File: src/rtl/cpu_soc_pkg.sv
// Shared definitions for the CPU/monitor memory sequencer.
// State encoding, default address width and a parameter clamp helper.
package cpu_soc_pkg;

    localparam int ADDR_WIDTH = 9;

    typedef enum logic [2:0] {
        MON     = 3'd0,
        BOOT    = 3'd1,
        RUN     = 3'd2,
        HALTREQ = 3'd3,
        DRAIN   = 3'd4
    } state_t;

    // A zero cycle count behaves as a single cycle.
    function automatic int clamp1(input int v);
        return (v < 1) ? 1 : v;
    endfunction

endpackage

File: src/rtl/mem_owner_mux.sv
// RAM port mux between monitor and CPU.
// The non-owner's write strobe never reaches the RAM.
import cpu_soc_pkg::*;

module mem_owner_mux #(
    parameter int addr_width = ADDR_WIDTH
) (
    input  logic                  i_owner_mon,
    input  logic [addr_width-1:0] i_mon_raddr,
    input  logic [addr_width-1:0] i_mon_waddr,
    input  logic [7:0]            i_mon_wdata,
    input  logic                  i_mon_write,
    input  logic [addr_width-1:0] i_cpu_raddr,
    input  logic [addr_width-1:0] i_cpu_waddr,
    input  logic [7:0]            i_cpu_wdata,
    input  logic                  i_cpu_write,
    input  logic [7:0]            i_mem_rdata,
    output logic [addr_width-1:0] o_mem_raddr,
    output logic [addr_width-1:0] o_mem_waddr,
    output logic [7:0]            o_mem_wdata,
    output logic                  o_mem_write,
    output logic [7:0]            o_mon_rdata,
    output logic [7:0]            o_cpu_rdata
);

    // Select the owner's address/data; read data goes to both sides.
    always_comb begin
        o_mem_raddr = i_cpu_raddr;
        o_mem_waddr = i_cpu_waddr;
        o_mem_wdata = i_cpu_wdata;
        o_mem_write = i_cpu_write;
        if (i_owner_mon) begin
            o_mem_raddr = i_mon_raddr;
            o_mem_waddr = i_mon_waddr;
            o_mem_wdata = i_mon_wdata;
            o_mem_write = i_mon_write;
        end
        o_mon_rdata = i_mem_rdata;
        o_cpu_rdata = i_mem_rdata;
    end

endmodule

File: src/rtl/cpu_mem_sequencer.sv
// Hands the program RAM between monitor and CPU, and drives the CPU's
// reset/halt/start-address pins through boot, run and halt sequences.
import cpu_soc_pkg::*;

module cpu_mem_sequencer #(
    parameter int addr_width   = ADDR_WIDTH,
    parameter int boot_cycles  = 2,
    parameter int halt_timeout = 8
) (
    input  logic                  clk,
    input  logic                  reset,
    input  logic                  mon_req,
    input  logic                  mon_run,
    input  logic [addr_width-1:0] mon_start_addr,
    input  logic [addr_width-1:0] mon_raddr,
    input  logic [addr_width-1:0] mon_waddr,
    input  logic [7:0]            mon_wdata,
    input  logic                  mon_write,
    output logic                  mon_gnt,
    output logic [7:0]            mon_rdata,
    input  logic [addr_width-1:0] cpu_raddr,
    input  logic [addr_width-1:0] cpu_waddr,
    input  logic [7:0]            cpu_wdata,
    input  logic                  cpu_write,
    input  logic                  cpu_halted,
    output logic [7:0]            cpu_rdata,
    output logic                  cpu_reset,
    output logic                  cpu_halt,
    output logic [addr_width-1:0] cpu_start_address,
    output logic [addr_width-1:0] mem_raddr,
    output logic [addr_width-1:0] mem_waddr,
    output logic [7:0]            mem_wdata,
    output logic                  mem_write,
    input  logic [7:0]            mem_rdata,
    output logic                  cpu_done,
    output logic                  timeout_err
);

    localparam logic [7:0] BOOT_LD = 8'(clamp1(boot_cycles) - 1);
    localparam logic [7:0] HALT_LD = 8'(clamp1(halt_timeout) - 1);

    state_t                r_state;
    logic [7:0]            r_cnt;
    logic                  r_mon_gnt;
    logic                  r_cpu_reset;
    logic                  r_cpu_halt;
    logic                  r_cpu_done;
    logic                  r_timeout_err;
    logic [addr_width-1:0] r_start_addr;

    // Control FSM: ownership, CPU pins and the shared boot/halt counter.
    always_ff @(posedge clk) begin
        if (reset) begin
            r_state       <= MON;
            r_cnt         <= '0;
            r_mon_gnt     <= 1'b1;
            r_cpu_reset   <= 1'b1;
            r_cpu_halt    <= 1'b1;
            r_cpu_done    <= 1'b0;
            r_timeout_err <= 1'b0;
            r_start_addr  <= '0;
        end else begin
            r_cpu_done <= 1'b0;
            unique case (r_state)
                MON: begin
                    if (mon_run) begin
                        r_start_addr  <= mon_start_addr;
                        r_timeout_err <= 1'b0;
                        r_cnt         <= BOOT_LD;
                        r_mon_gnt     <= 1'b0;
                        r_cpu_halt    <= 1'b0;
                        r_state       <= BOOT;
                    end
                end
                BOOT: begin
                    if (r_cnt == 8'd0) begin
                        r_cpu_reset <= 1'b0;
                        r_state     <= RUN;
                    end else begin
                        r_cnt <= r_cnt - 8'd1;
                    end
                end
                RUN: begin
                    r_cpu_done <= cpu_halted;
                    if (mon_req) begin
                        r_cpu_halt <= 1'b1;
                        if (cpu_halted) begin
                            r_state <= DRAIN;
                        end else begin
                            r_cnt   <= HALT_LD;
                            r_state <= HALTREQ;
                        end
                    end
                end
                HALTREQ: begin
                    if (cpu_halted) begin
                        r_state <= DRAIN;
                    end else if (r_cnt == 8'd0) begin
                        r_timeout_err <= 1'b1;
                        r_cpu_reset   <= 1'b1;
                        r_state       <= DRAIN;
                    end else begin
                        r_cnt <= r_cnt - 8'd1;
                    end
                end
                DRAIN: begin
                    r_mon_gnt   <= 1'b1;
                    r_cpu_reset <= 1'b1;
                    r_cpu_halt  <= 1'b1;
                    r_state     <= MON;
                end
                default: begin
                    r_mon_gnt   <= 1'b1;
                    r_cpu_reset <= 1'b1;
                    r_cpu_halt  <= 1'b1;
                    r_state     <= MON;
                end
            endcase
        end
    end

    assign mon_gnt           = r_mon_gnt;
    assign cpu_reset         = r_cpu_reset;
    assign cpu_halt          = r_cpu_halt;
    assign cpu_start_address = r_start_addr;
    assign cpu_done          = r_cpu_done;
    assign timeout_err       = r_timeout_err;

    mem_owner_mux #(
        .addr_width (addr_width)
    ) u_mux (
        .i_owner_mon (r_mon_gnt),
        .i_mon_raddr (mon_raddr),
        .i_mon_waddr (mon_waddr),
        .i_mon_wdata (mon_wdata),
        .i_mon_write (mon_write),
        .i_cpu_raddr (cpu_raddr),
        .i_cpu_waddr (cpu_waddr),
        .i_cpu_wdata (cpu_wdata),
        .i_cpu_write (cpu_write),
        .i_mem_rdata (mem_rdata),
        .o_mem_raddr (mem_raddr),
        .o_mem_waddr (mem_waddr),
        .o_mem_wdata (mem_wdata),
        .o_mem_write (mem_write),
        .o_mon_rdata (mon_rdata),
        .o_cpu_rdata (cpu_rdata)
    );

endmodule
File: config.mk
export PLATFORM = sky130hd
export DESIGN_NAME = cpu_mem_sequencer
export DESIGN_NICKNAME = d
export VERILOG_FILES = /design/src/rtl/cpu_soc_pkg.sv /design/src/rtl/mem_owner_mux.sv /design/src/rtl/cpu_mem_sequencer.sv
export SDC_FILE = /design/constraint.sdc
export NUM_CORES = 1
export LEC_CHECK = 0
export CORE_AREA = 2 2 67 69
export CTS_CLUSTER_SIZE = 24
export DETAILED_ROUTE_END_ITERATION = 6
export DIE_AREA = 0 0 69 71
export DONT_BUFFER_PORTS = 1
export PLACE_DENSITY_LB_ADDON = 0.1
export SETUP_SLACK_MARGIN = 0.2
export SYNTH_ARGS = -nofsm -noshare
export SYNTH_HDL_FRONTEND = slang
export SYNTH_SLANG_ARGS = --single-unit
File: constraint.sdc
create_clock -name clk -period 2.1 [get_ports clk]
set_clock_uncertainty 0.2 [all_clocks]
set_input_delay 0.315 -clock clk [delete_from_list [all_inputs] [get_ports clk]]
set_output_delay 0.315 -clock clk [all_outputs]
set_load 0.01 [all_outputs]
* After elaboration in Yosys (flattened, before gate mapping) *
Cells that the tools add are included.

word-level totals
  bits in registers = 25
  output and inout port bits = 57
  word-level logic and storage cells = 64

operators by class
  $add $sub $neg = 1
  equal/unequal tests = 10
  mux-type cells = 26
  bitwise logic cells = 4
  reduce and logical (&&, ||, !) cells = 15

operators by type and width
  kind                   number
  $mux W8                6
  $pmux W8 S4            1
  $mux W3                6
  $mux W9                2
  $ne A2 B2 Y1 const B   6
  $pmux W3 S4            1
  $reduce_and A4 Y1      3
  $logic_not A8 Y1       1
  $sub A8 B1 Y8 const B  1
  $eq A3 B2 Y1 const B   2
  $mux W1                6
  $pmux W1 S3            2
  $reduce_or A2 Y1       3
  $reduce_and A5 Y1      1
  $not A1 Y1             4
  $pmux W1 S2            2
  $reduce_and A2 Y1      2
  $reduce_bool A4 Y1     1
  $eq A3 B1 Y1 const B   1
  $logic_not A3 Y1       1
  $ne A3 B3 Y1 const B   1
  $reduce_and A3 Y1      1
  $reduce_or A3 Y1       1
  $reduce_bool A2 Y1     1

* Longest topological paths before layout *
Gate-level depths: netlist of run 1.

  word-level depth = 4
  mapped depth = 6
  mapped depth without buffers = 6

* By module *
A second synthesis of run 1 with hierarchy kept.

unflattened totals
  cell total of the unflattened synthesis = 195
  area, all modules = 1805.5 µm²

modules (own cells, without submodules)
  module             instances  cells each  area an instance (µm²)  sequential area each (µm²)
  cpu_mem_sequencer  1          149         1255.0                  500.5
  mem_owner_mux      1          46          550.5                   0.0

* Worst setup path after synthesis of run 1 *
OpenSTA, ideal clock, no wires.

  path type = register to output
  from = register r_mon_gnt, in the netlist mon_gnt
  to = output port mem_raddr[4]
  arrival time = 1.461 ns
  slack = 0.124 ns
  cell stages (with the launch flop) = 4
  buffers on the path = 2
  path through = dfxtp_1 clkbuf_1 buf_1 mux2_2

on the way
  word-level cells in the longest chain between the ends = 1

ends and longest elaborated chain
  item                    line                      RTL
  from (decl)             cpu_mem_sequencer.sv:44   logic r_mon_gnt;
  from (signal assigned)  cpu_mem_sequencer.sv:56   r_mon_gnt <= 1'b1;
  from (signal assigned)  cpu_mem_sequencer.sv:70   r_mon_gnt <= 1'b0;
  from (signal assigned)  cpu_mem_sequencer.sv:107  r_mon_gnt <= 1'b1;
  $mux W9                 mem_owner_mux.sv:32       if (i_owner_mon) begin
  to (decl)               cpu_mem_sequencer.sv:30   output logic [addr_width-1:0] mem_raddr,

No other way between the ends.

* Worst setup path in the final report of run 1 *
  from = register r_cnt[2]
  to = register r_state[1]

on the way
  word-level cells in the longest chain between the ends = 3

ends and longest elaborated chain
  item                                                                  line                                              RTL
  from (decl)                                                           cpu_mem_sequencer.sv:43                           logic [7:0] r_cnt;
  from (signal assigned)                                                cpu_mem_sequencer.sv:80                           r_cnt <= r_cnt - 8'd1;
  from (signal assigned)                                                cpu_mem_sequencer.sv:103                          r_cnt <= r_cnt - 8'd1;
  $logic_not A8 Y1 (*)                                                  cpu_mem_sequencer.sv:76, cpu_mem_sequencer.sv:98
  $ne A3 B3 Y1 (no source line) / $ne A2 B2 Y1 (equally long branches)  n/a
  $reduce_and A4 Y1 (no source line) (*)                                n/a
  to (signal assigned)                                                  cpu_mem_sequencer.sv:78                           r_state <= RUN;
  to (signal assigned)                                                  cpu_mem_sequencer.sv:97                           r_state <= DRAIN;
  to (signal assigned)                                                  cpu_mem_sequencer.sv:101                          r_state <= DRAIN;
  to (decl)                                                             cpu_mem_sequencer.sv:42                           state_t r_state;

Every way passes the cells marked *; elsewhere a longest branch is shown, timed or not.
A chain may end at the register's enable or synchronous reset.

==> results.tsv, run 1 <==
stage	metric	value	unit
critical_path	critical path required time	2.08	ns
clock_tree	CTS tree	built	
critical_path	Worst Path Arrival	1.86	ns
hold_path	Worst Hold Depth	3	
power	Flop pwr share	0.334	
place	Final HPWL DP	3.35	mm
place	placed cells	223	
synth	ys flop type	dfxtp_1	
clock_tree	root buffer cell	clkbuf_8	
global_route	pin count of the biggest net entering global routing	29	
detailed_routing	routed len/inst	18.2	um
detailed_routing	Pre-Repair DR Iteration Count	4	
die	Starting Density	0.387	
synth	most frequent cells after synthesis	nand2_1, mux2_2, dfxtp_1	
critical_path	Crit path max-delay family	simple AND/OR/NAND/NOR gates	
synth	Post-synth EDFFs	0	
synth	yosys warns	0	
critical_path	Worst Setup End Kind	flip-flop	
die	core area	0.00420	mm^2
synth	Yosys top cell area share	0.308	
detailed_routing	DRC	0	
die	die area	0.00490	mm^2
synth	Mapped Nets	268	
die	Chip Height	71	um
sta	max_slew headroom	0.621	
final_layout	cell area after layout	0.00182	mm^2
job	max_cap viols	0	
final_layout	Layout fillers	430	
synth	Yosys top cell by area	dfxtp_1	
clock_tree	TritonCTS Buffers	3	
global_route	initial antenna violation count	0	
critical_path	Startpoint Class	flip-flop	
sta	Fin Setup TNS	0	ns
global_route	global-route wire length before repair	6.82	mm
sta	RSZ-0062 raised after global routing	yes	
synth	Area contributors post-synth	dfxtp_1, mux2_2, buf_4	
critical_path	Worst Reg-to-Reg Cells	5	
power	Int Power	1360	uW
final_layout	Nets	269	
place	DP Worst Slack	0.172	ns
global_route	total gr overflow	0	
power	logic gate share of total power	0.543	
power	Clk pwr share	0.123	
clock_tree	clk sinks	25	
clock_tree	Clock Tree Buf Depth	2	
sta	Tightest Pin Transition	0.567	ns
sta	crit path time final	1.87	ns
critical_path	Critical Path Max Stage Delay	0.53	ns
power	pwr dens	1300	mW/mm^2
synth	synthesized instance count	190	
sta	post-route worst setup slack	0.228	ns
detailed_routing	final antenna-violating net count	0	
power	Max VDD drop	560	uV
critical_path	crit-path cells	or4_4 > nor4b_4 > buf_4 > a21oi_2 > a311oi_2	
critical_path	slowest CP cell	or4_4	
power	sw power	1000	uW
detailed_routing	Iter 0 DRT Violations	35	
die	Rows	24	
sta	Slew Limit Fails	0	
detailed_routing	vias after detailed routing	1404	
place	Port Buf Inserts	0	
synth	Synth Cell Area	0.00163	mm^2
hold_path	hold crit path type	in -> reg	
place	DP Area	0.00158	mm^2
synth	asr flop ratio synth	0	
synth	Avg Cell Area, Syn	8.56	um^2
clock_tree	clock slew at reported path FFs	0.09	ns
sta	FMAX	0.534	GHz
detailed_routing	WL final	4.40	mm
power	Sw Ratio	0.424	
final_layout	area delta synth->final	12.1	%
synth	post-synthesis register bit count	25	
place	gpl congestion	0.815	
status	status	complete, no violations	
die	I/O pin count	133	
final_layout	fin util	0.434	
global_route	number of global-route vias before repair	1352	
die	Chip Width	69	um
final_layout	final non-filler cell total	242	
sta	period utilisation layout	0.891	
critical_path	Crit. path cell count	5	
clock_tree	H-tree levels	1	
synth	Yosys cell types	37	
clock_tree	Skew-Pair Late Insertion Delay	0.27	ns
critical_path	Crit Path Class	reg -> reg	
power	Lkg Pwr	0.000700	uW
final_layout	share of layout cells above drive strength 1	0.305	
global_route	Total GRT Usage	0.168	
detailed_routing	vias per inst	5.80	
critical_path	Max Fanout on Critical Path	6	
critical_path	CP bufs+invs	1	
synth	most common cell in the netlist	nand2_1	
sta	Final Hold Viols	0	
synth	sequential-to-total area share from yosys stat	0.308	
sta	Setup-failing EPs final	0	
final_layout	antenna cells	0	
## per-layer routing
metal	track usage	wire length, um
met5	0	0
met4	0.0327	65
met3	0.0484	406
met2	0.308	2260
met1	0.195	1660
## repair_timing
item | in CTS | in global routing
gates resized for setup | 3 | 14
hold buffers | 12 | 0
setup endpoints to repair | 3 | 38
hold endpoints to repair | 15 | 0
buffers inserted | 1 | 2
pin swaps | 1 | 2
## tightest hold or removal path, stage by stage
cell and delay (ns):
nand2_1 0.04, nand2_1 0.05, nand2_1 0.05
## logic make-up (layout without fill, tap and decap cells)
kind of cell | Yosys count | count (layout) | share of synthesized area
muxes | 32 | 32 | 0.218
AOI/OAI and AO/OA | 30 | 30 | 0.125
adders and majority gates | 2 | 2 | 0.0154
DFF | 25 | 25 | 0.308
buffers and inverters | 31 | 31 | 0.112
and+or+nand+nor | 70 | 70 | 0.222
## metrics by stage
step | total power [uW] | hold slack [ns]
2_1_floorplan | 1710 | 0.247
3_3_place_gp | 1920 | 0.186
3_5_place_dp | 1930 | 0.186
4_1_cts | 2280 | 0.00412
5_1_grt | 2550 | 0.0113
6_report | 2370 | 0.00661
## path summary, 6_finish.rpt
| check | startpoint | slack, ns | endpoint |
|---|---|---|---|
| setup reg to reg | r_cnt[2] | 0.23 | r_state[1] |
| setup / recovery | r_cnt[2] | 0.23 | r_state[1] |
| hold / removal | mon_run | 0.007 | mon_gnt |
| hold reg to reg | mon_gnt | 0.26 | mon_gnt |
## sequential cells by signal, indices dropped and copies added, names as in the netlist
register           count
cpu_start_address      9
r_cnt                  8
r_state                3
cpu_done               1
cpu_halt               1
cpu_reset              1
mon_gnt                1
timeout_err            1
## layout make-up
type / instances / area (um^2) / area share
clock buffers: 4 / 45.0 / 0.0247
inverters: 6 / 22.5 / 0.0124
multi-input cells: 134 / 988 / 0.542
flip-flops and latches: 25 / 510 / 0.280
well taps: 52 / 65.1 / 0.0357
repair buffers: 21 / 191 / 0.105
## placed cells by master (no fill, tap or decap), types with 2 or more instances in the layout
cell type / instances
clkbuf_8: 3
nand2_1: 33
nand3_1: 3
nor2b_1: 3
a211oi_1: 2
buf_4: 8
mux2i_1: 5
nor2_1: 8
a21oi_1: 12
dfxtp_1: 19
dfxtp_2: 5
nor3_1: 3
dlygate4sd3_1: 12
o21ai_0: 4
mux2_2: 27
nand2b_1: 5
nand4_1: 3
o31ai_1: 3
inv_1: 6
## power groups by stage
stage / Sequential, uW / Combinational [uW] / Clock [uW]
finish: 791 / 1290 / 291
global route: 814 / 1410 / 320
CTS: 775 / 1210 / 301
detailed placement: 783 / 1150 / 0
global placement: 781 / 1140 / 0
floorplan: 712 / 1000 / 0
No activity file was read; power rests on OpenSTA's default activity.
==> run 2, diff against run 1 <==
- CORE_AREA: 2 2 67 69 -> 2 2 59 61
- DIE_AREA: 0 0 69 71 -> 0 0 61 63
==> results.tsv, run 2 (same netlist as run 1, synthesis figures left out) <==
stage	metric	value	unit	change
hold_path	hold crit path type	in -> reg		
final_layout	Layout fillers	328		-24%
sta	post-route worst setup slack	0.213	ns	-0.0148 ns
hold_path	min-delay src	reset		
place	Port Buf Inserts	0		unchanged
final_layout	area delta synth->final	4.77	%	
clock_tree	Skew-Pair Late Insertion Delay	0.31	ns	+0.04 ns
detailed_routing	Pre-Repair DR Iteration Count	4		unchanged
critical_path	critical path required time	2.14	ns	+0.06 ns
global_route	Total GRT Usage	0.203		+0.0353
global_route	initial antenna violation count	0		unchanged
global_route	number of global-route vias before repair	1223		-9.5%
global_route	global-route wire length before repair	6.00	mm	-12%
critical_path	Worst Setup End Kind	flip-flop		
die	core area	0.00323	mm^2	-23%
die	Rows	21		-13%
sta	Tightest Pin Transition	0.537	ns	-0.0303 ns
hold_path	Worst Hold Depth	1		-2
power	Lkg Pwr	0.000659	uW	-5.9%
sta	hold_ws	-0.156	ns	-0.162 ns
critical_path	r2r endpoint	r_state[1]		
detailed_routing	vias after detailed routing	1321		-5.9%
sta	Fin Setup TNS	0	ns	unchanged
die	Starting Density	0.503		+0.116
final_layout	max reg flops	9		unchanged
final_layout	share of layout cells above drive strength 1	0.301		-0.00472
clock_tree	root buffer cell	clkbuf_4		
sta	Slew Limit Fails	0		unchanged
die	die area	0.00384	mm^2	-22%
sta	crit path time final	1.89	ns	+0.0148 ns
detailed_routing	DRC	0		unchanged
clock_tree	hold buffers post-CTS	7		-5
detailed_routing	vias per inst	5.77		-0.57%
die	Chip Height	63	um	-11%
clock_tree	TritonCTS Buffers	3		unchanged
status	failing checks	negative hold slack		
clock_tree	CTS tree	built		
sta	max_slew headroom	0.639		+0.0181
final_layout	Nets	262		-2.6%
global_route	pin count of the biggest net entering global routing	19		-34%
critical_path	Worst Reg-to-Reg Cells	4		-1
detailed_routing	Iter 0 DRT Violations	25		-29%
clock_tree	Clock Tree Buf Depth	2		unchanged
clock_tree	post-CTS setup buffers	0		-1
sta	RSZ-0062 raised after global routing	yes		
place	gpl congestion	0.805		-1.2%
critical_path	Worst Path Arrival	1.93	ns	+0.07 ns
final_layout	highest-count cells in the layout ignoring fill and taps	nand2_1, mux2_2, dfxtp_1, a21oi_1, nor2_1		
final_layout	final non-filler cell total	229		-5.4%
critical_path	CP startpoint	r_cnt[2]		
sta	Setup-failing EPs final	0		unchanged
hold_path	hold path endpoint	r_state[1]		
clock_tree	clock slew at reported path FFs	0.14	ns	+0.05 ns
critical_path	reg2reg start	r_cnt[2]		
die	Chip Width	61	um	-12%
job	max_cap viols	0		unchanged
critical_path	Max Fanout on Critical Path	7		+1
place	DP Area	0.00158	mm^2	unchanged
global_route	total gr overflow	0		unchanged
critical_path	Startpoint Class	flip-flop		
detailed_routing	WL final	4.32	mm	-1.8%
power	Max VDD drop	651	uV	+16%
sta	FMAX	0.530	GHz	-0.78%
detailed_routing	final antenna-violating net count	0		unchanged
critical_path	Crit Path Class	reg -> reg		
place	placed cells	218		-2.2%
place	Final HPWL DP	3.38	mm	+0.95%
final_layout	cell area after layout	0.00170	mm^2	-6.5%
final_layout	antenna cells	0		unchanged
die	I/O pin count	133		unchanged
power	pwr dens	1290	mW/mm^2	-0.34%
clock_tree	clk sinks	25		unchanged
clock_tree	H-tree levels	1		unchanged
status	status	finished, violations left		
final_layout	most common cell after layout, fill and taps aside	nand2_1		
place	DP Worst Slack	0.209	ns	+0.0378 ns
sta	Final Hold Viols	12		+12
critical_path	R2R setup slack	0.21	ns	about the same
sta	period utilisation layout	0.899		+0.00704
detailed_routing	routed len/inst	18.9	um	+3.8%
## run 2: per-stage QoR
stage	util	hold WS, ns	power [uW]
2_1_floorplan	-	0.247	1710
5_1_grt	0.527	-0.170	2360
3_3_place_gp	0.490	0.185	1910
6_report	0.527	-0.156	2210
3_5_place_dp	0.490	0.187	1920
4_1_cts	0.522	-0.169	2180
## run 2: critical path: stages (launching register included)
cell and delay [ns]:
dfxtp_4 0.39, or4_4 0.55, nor4b_4 0.39, a21oi_2 0.10, a311oi_2 0.18
## run 2: final cells by class
type,instances,area (um^2),area share
timing repair buffer,14,123,0.0720
inverter,6,22.5,0.0132
tap,46,57.6,0.0338
multi-input combinational,134,963,0.565
clock inverter,1,5.00,0.00294
sequential,25,510,0.300
clock buffer,3,22.5,0.0132
## run 2: power by group
group | internal [uW] | switching [uW]
clock network | 71.2 | 146
registers | 614 | 170
logic | 571 | 634
## run 2: metal layers
| metal | part of all wire | global-route usage | up-vias |
|---|---|---|---|
| li1 | - | - | 638 |
| met1 | 0.39 | 0.246 | 598 |
| met2 | 0.51 | 0.356 | 78 |
| met3 | 0.091 | 0.0455 | 7 |
| met4 | 0.0076 | 0.0435 | 0 |
| met5 | 0 | 0 | - |
## run 2: worst max-delay path by stage
stage | endpoint | slack (ns) | cells past startpoint
after floorplan | mem_raddr[4] | 0.25 | 3
after global placement | r_cnt[2] | 0.25 | 4
after detailed placement | r_state[1] | 0.21 | 4
after CTS | r_state[1] | 0.20 | 6
after global routing | r_state[1] | 0.15 | 6
final | r_state[1] | 0.21 | 4
## run 2: repair_timing
action | 4_1_cts | 5_1_grt
hold endpoints to repair | 17 | 12
pin swaps | 1 | 8
resized for setup | 5 | 8
endpoints found under the setup margin | 2 | 10
==> run 3, diff against run 2 <==
- TNS_END_PERCENT: unset -> 5
==> results.tsv, run 3 (same netlist as run 1, synthesis figures left out) <==
stage	metric	value	unit	change
status	status	complete, no violations		
power	Max VDD drop	475	uV	-27%
final_layout	area delta synth->final	8.00	%	
final_layout	final non-filler cell total	234		+2.2%
power	pwr dens	1270	mW/mm^2	-1.8%
global_route	global-route wire length before repair	6.81	mm	+14%
power	Lkg Pwr	0.000681	uW	+3.3%
global_route	pin count of the biggest net entering global routing	29		+10
global_route	total gr overflow	0		unchanged
clock_tree	clock slew at reported path FFs	0.15	ns	about the same
final_layout	highest-count cells in the layout ignoring fill and taps	nand2_1, mux2_2, dfxtp_1, dlygate4sd3_1, a21oi_1		
place	placed cells	217		-0.46%
global_route	met3 usage	0.0642		+0.0186
die	core area	0.00323	mm^2	unchanged
global_route	busiest grt layer	met2		
clock_tree	post-CTS setup buffers	0		unchanged
sta	Final Hold Viols	0		-12
die	I/O pin count	133		unchanged
sta	crit path time final	1.90	ns	+0.0126 ns
power	sw power	986	uW	+3.8%
hold_path	hold crit path type	in -> reg		
power	Sw Ratio	0.442		+0.0109
critical_path	Max Fanout on Critical Path	4		-3
job	max_cap viols	0		unchanged
die	Chip Width	61	um	unchanged
place	gpl congestion	0.755		-6.2%
sta	RSZ-0062 raised after global routing	yes		
die	Chip Height	63	um	unchanged
sta	Fin Setup TNS	0	ns	unchanged
clock_tree	CTS tree	built		
detailed_routing	Iter 0 DRT Violations	45		+80%
sta	Tightest Pin Transition	0.613	ns	+0.0763 ns
sta	period utilisation layout	0.905		+0.00600
clock_tree	root buffer cell	clkbuf_4		
final_layout	fin util	0.544		+0.0163
power	logic gate share of total power	0.551		+0.005
clock_tree	H-tree levels	1		unchanged
power	Clk pwr share	0.106		+0.008
sta	FMAX	0.526	GHz	-0.66%
clock_tree	Clock Tree Buf Depth	2		unchanged
place	Port Buf Inserts	0		unchanged
global_route	number of global-route vias before repair	1318		+7.8%
detailed_routing	vias after detailed routing	1401		+6.1%
place	DP Worst Slack	0.195	ns	-0.0140 ns
detailed_routing	DRC	0		unchanged
detailed_routing	final antenna-violating net count	0		unchanged
critical_path	Crit Path Class	reg -> reg		
die	Rows	21		unchanged
die	die area	0.00384	mm^2	unchanged
place	Final HPWL DP	3.53	mm	+4.5%
final_layout	share of layout cells above drive strength 1	0.266		-0.0346
final_layout	max reg flops	9		unchanged
power	Flop pwr share	0.343		-0.012
clock_tree	TritonCTS Buffers	3		unchanged
critical_path	critical path required time	2.17	ns	+0.03 ns
clock_tree	clk sinks	25		unchanged
final_layout	most common cell after layout, fill and taps aside	nand2_1		
global_route	GR Util met2	0.402		+0.0457
die	Starting Density	0.503		unchanged
detailed_routing	routed len/inst	19.8	um	+4.8%
critical_path	R2R setup slack	0.20	ns	about the same
power	Int Power	1250	uW	-0.68%
global_route	met1 global-route usage	0.278		+0.0311
critical_path	Worst Setup End Kind	flip-flop		
global_route	initial antenna violation count	0		unchanged
final_layout	antenna cells	0		unchanged
detailed_routing	Pre-Repair DR Iteration Count	4		unchanged
global_route	Total GRT Usage	0.234		+0.0310
clock_tree	Skew-Pair Late Insertion Delay	0.34	ns	+0.03 ns
critical_path	Startpoint Class	flip-flop		
sta	Slew Limit Fails	0		unchanged
critical_path	Worst Path Arrival	1.97	ns	+0.04 ns
detailed_routing	vias per inst	5.99		+3.8%
sta	post-route worst setup slack	0.201	ns	-0.0126 ns
sta	max_slew headroom	0.590		-0.0489
final_layout	Nets	267		+1.9%
sta	Setup-failing EPs final	0		unchanged
detailed_routing	WL final	4.62	mm	+7.0%
-- run 3: path summary, 6_finish.rpt --
kind,startpoint,to,cells past startpoint
hold reg to reg,mon_gnt,mon_gnt,2
setup / recovery,r_cnt[5],r_cnt[0],4
setup reg to reg,r_cnt[5],r_cnt[0],4
hold / removal,cpu_halted,cpu_reset,3
-- run 3: final cells by class --
cell class / count / area, um^2
fill: 326 / 1480
clock inverter: 1 / 7.51
tap: 46 / 57.6
timing repair buffer: 19 / 183
multi-input combinational: 134 / 958
sequential: 25 / 505
clock buffer: 3 / 22.5
inverter: 6 / 22.5
-- run 3: power groups by stage --
stage	Sequential, uW	Clock (uW)	Combinational (uW)
floorplan	712	0	1000
global placement	759	0	1150
detailed placement	765	0	1160
CTS	756	236	1200
global route	785	257	1360
finish	766	236	1230
-- run 3: repair_timing --
action | in CTS | in global routing
hold buffers | 13 | 0
gates resized for setup | 1 | 9
pin swaps | 1 | 2
endpoints found under the setup margin | 29 | 36
endpoints found under the hold margin | 18 | 0
-- run 3: worst max-delay path: stages, from the launching register on --
cell      delay, ns
dfxtp_2        0.36
or4_4          0.55
nor4b_4        0.42
nor2_1         0.09
a211oi_1       0.21
-- run 3: layer usage --
metal,vias up,wire length (um)
li1,649,-
met1,648,1680
met2,91,2390
met3,13,488
met4,0,63
met5,-,0
-- run 3: through the flow --
step | area (um^2) | hold slack, ns | total power, uW
after floorplan | 1630 | 0.247 | 1710
after global placement | 1580 | 0.186 | 1910
after detailed placement | 1580 | 0.188 | 1930
after CTS | 1740 | 0.0140 | 2190
after global routing | 1760 | 0.0281 | 2400
final | 1760 | 0.00693 | 2230
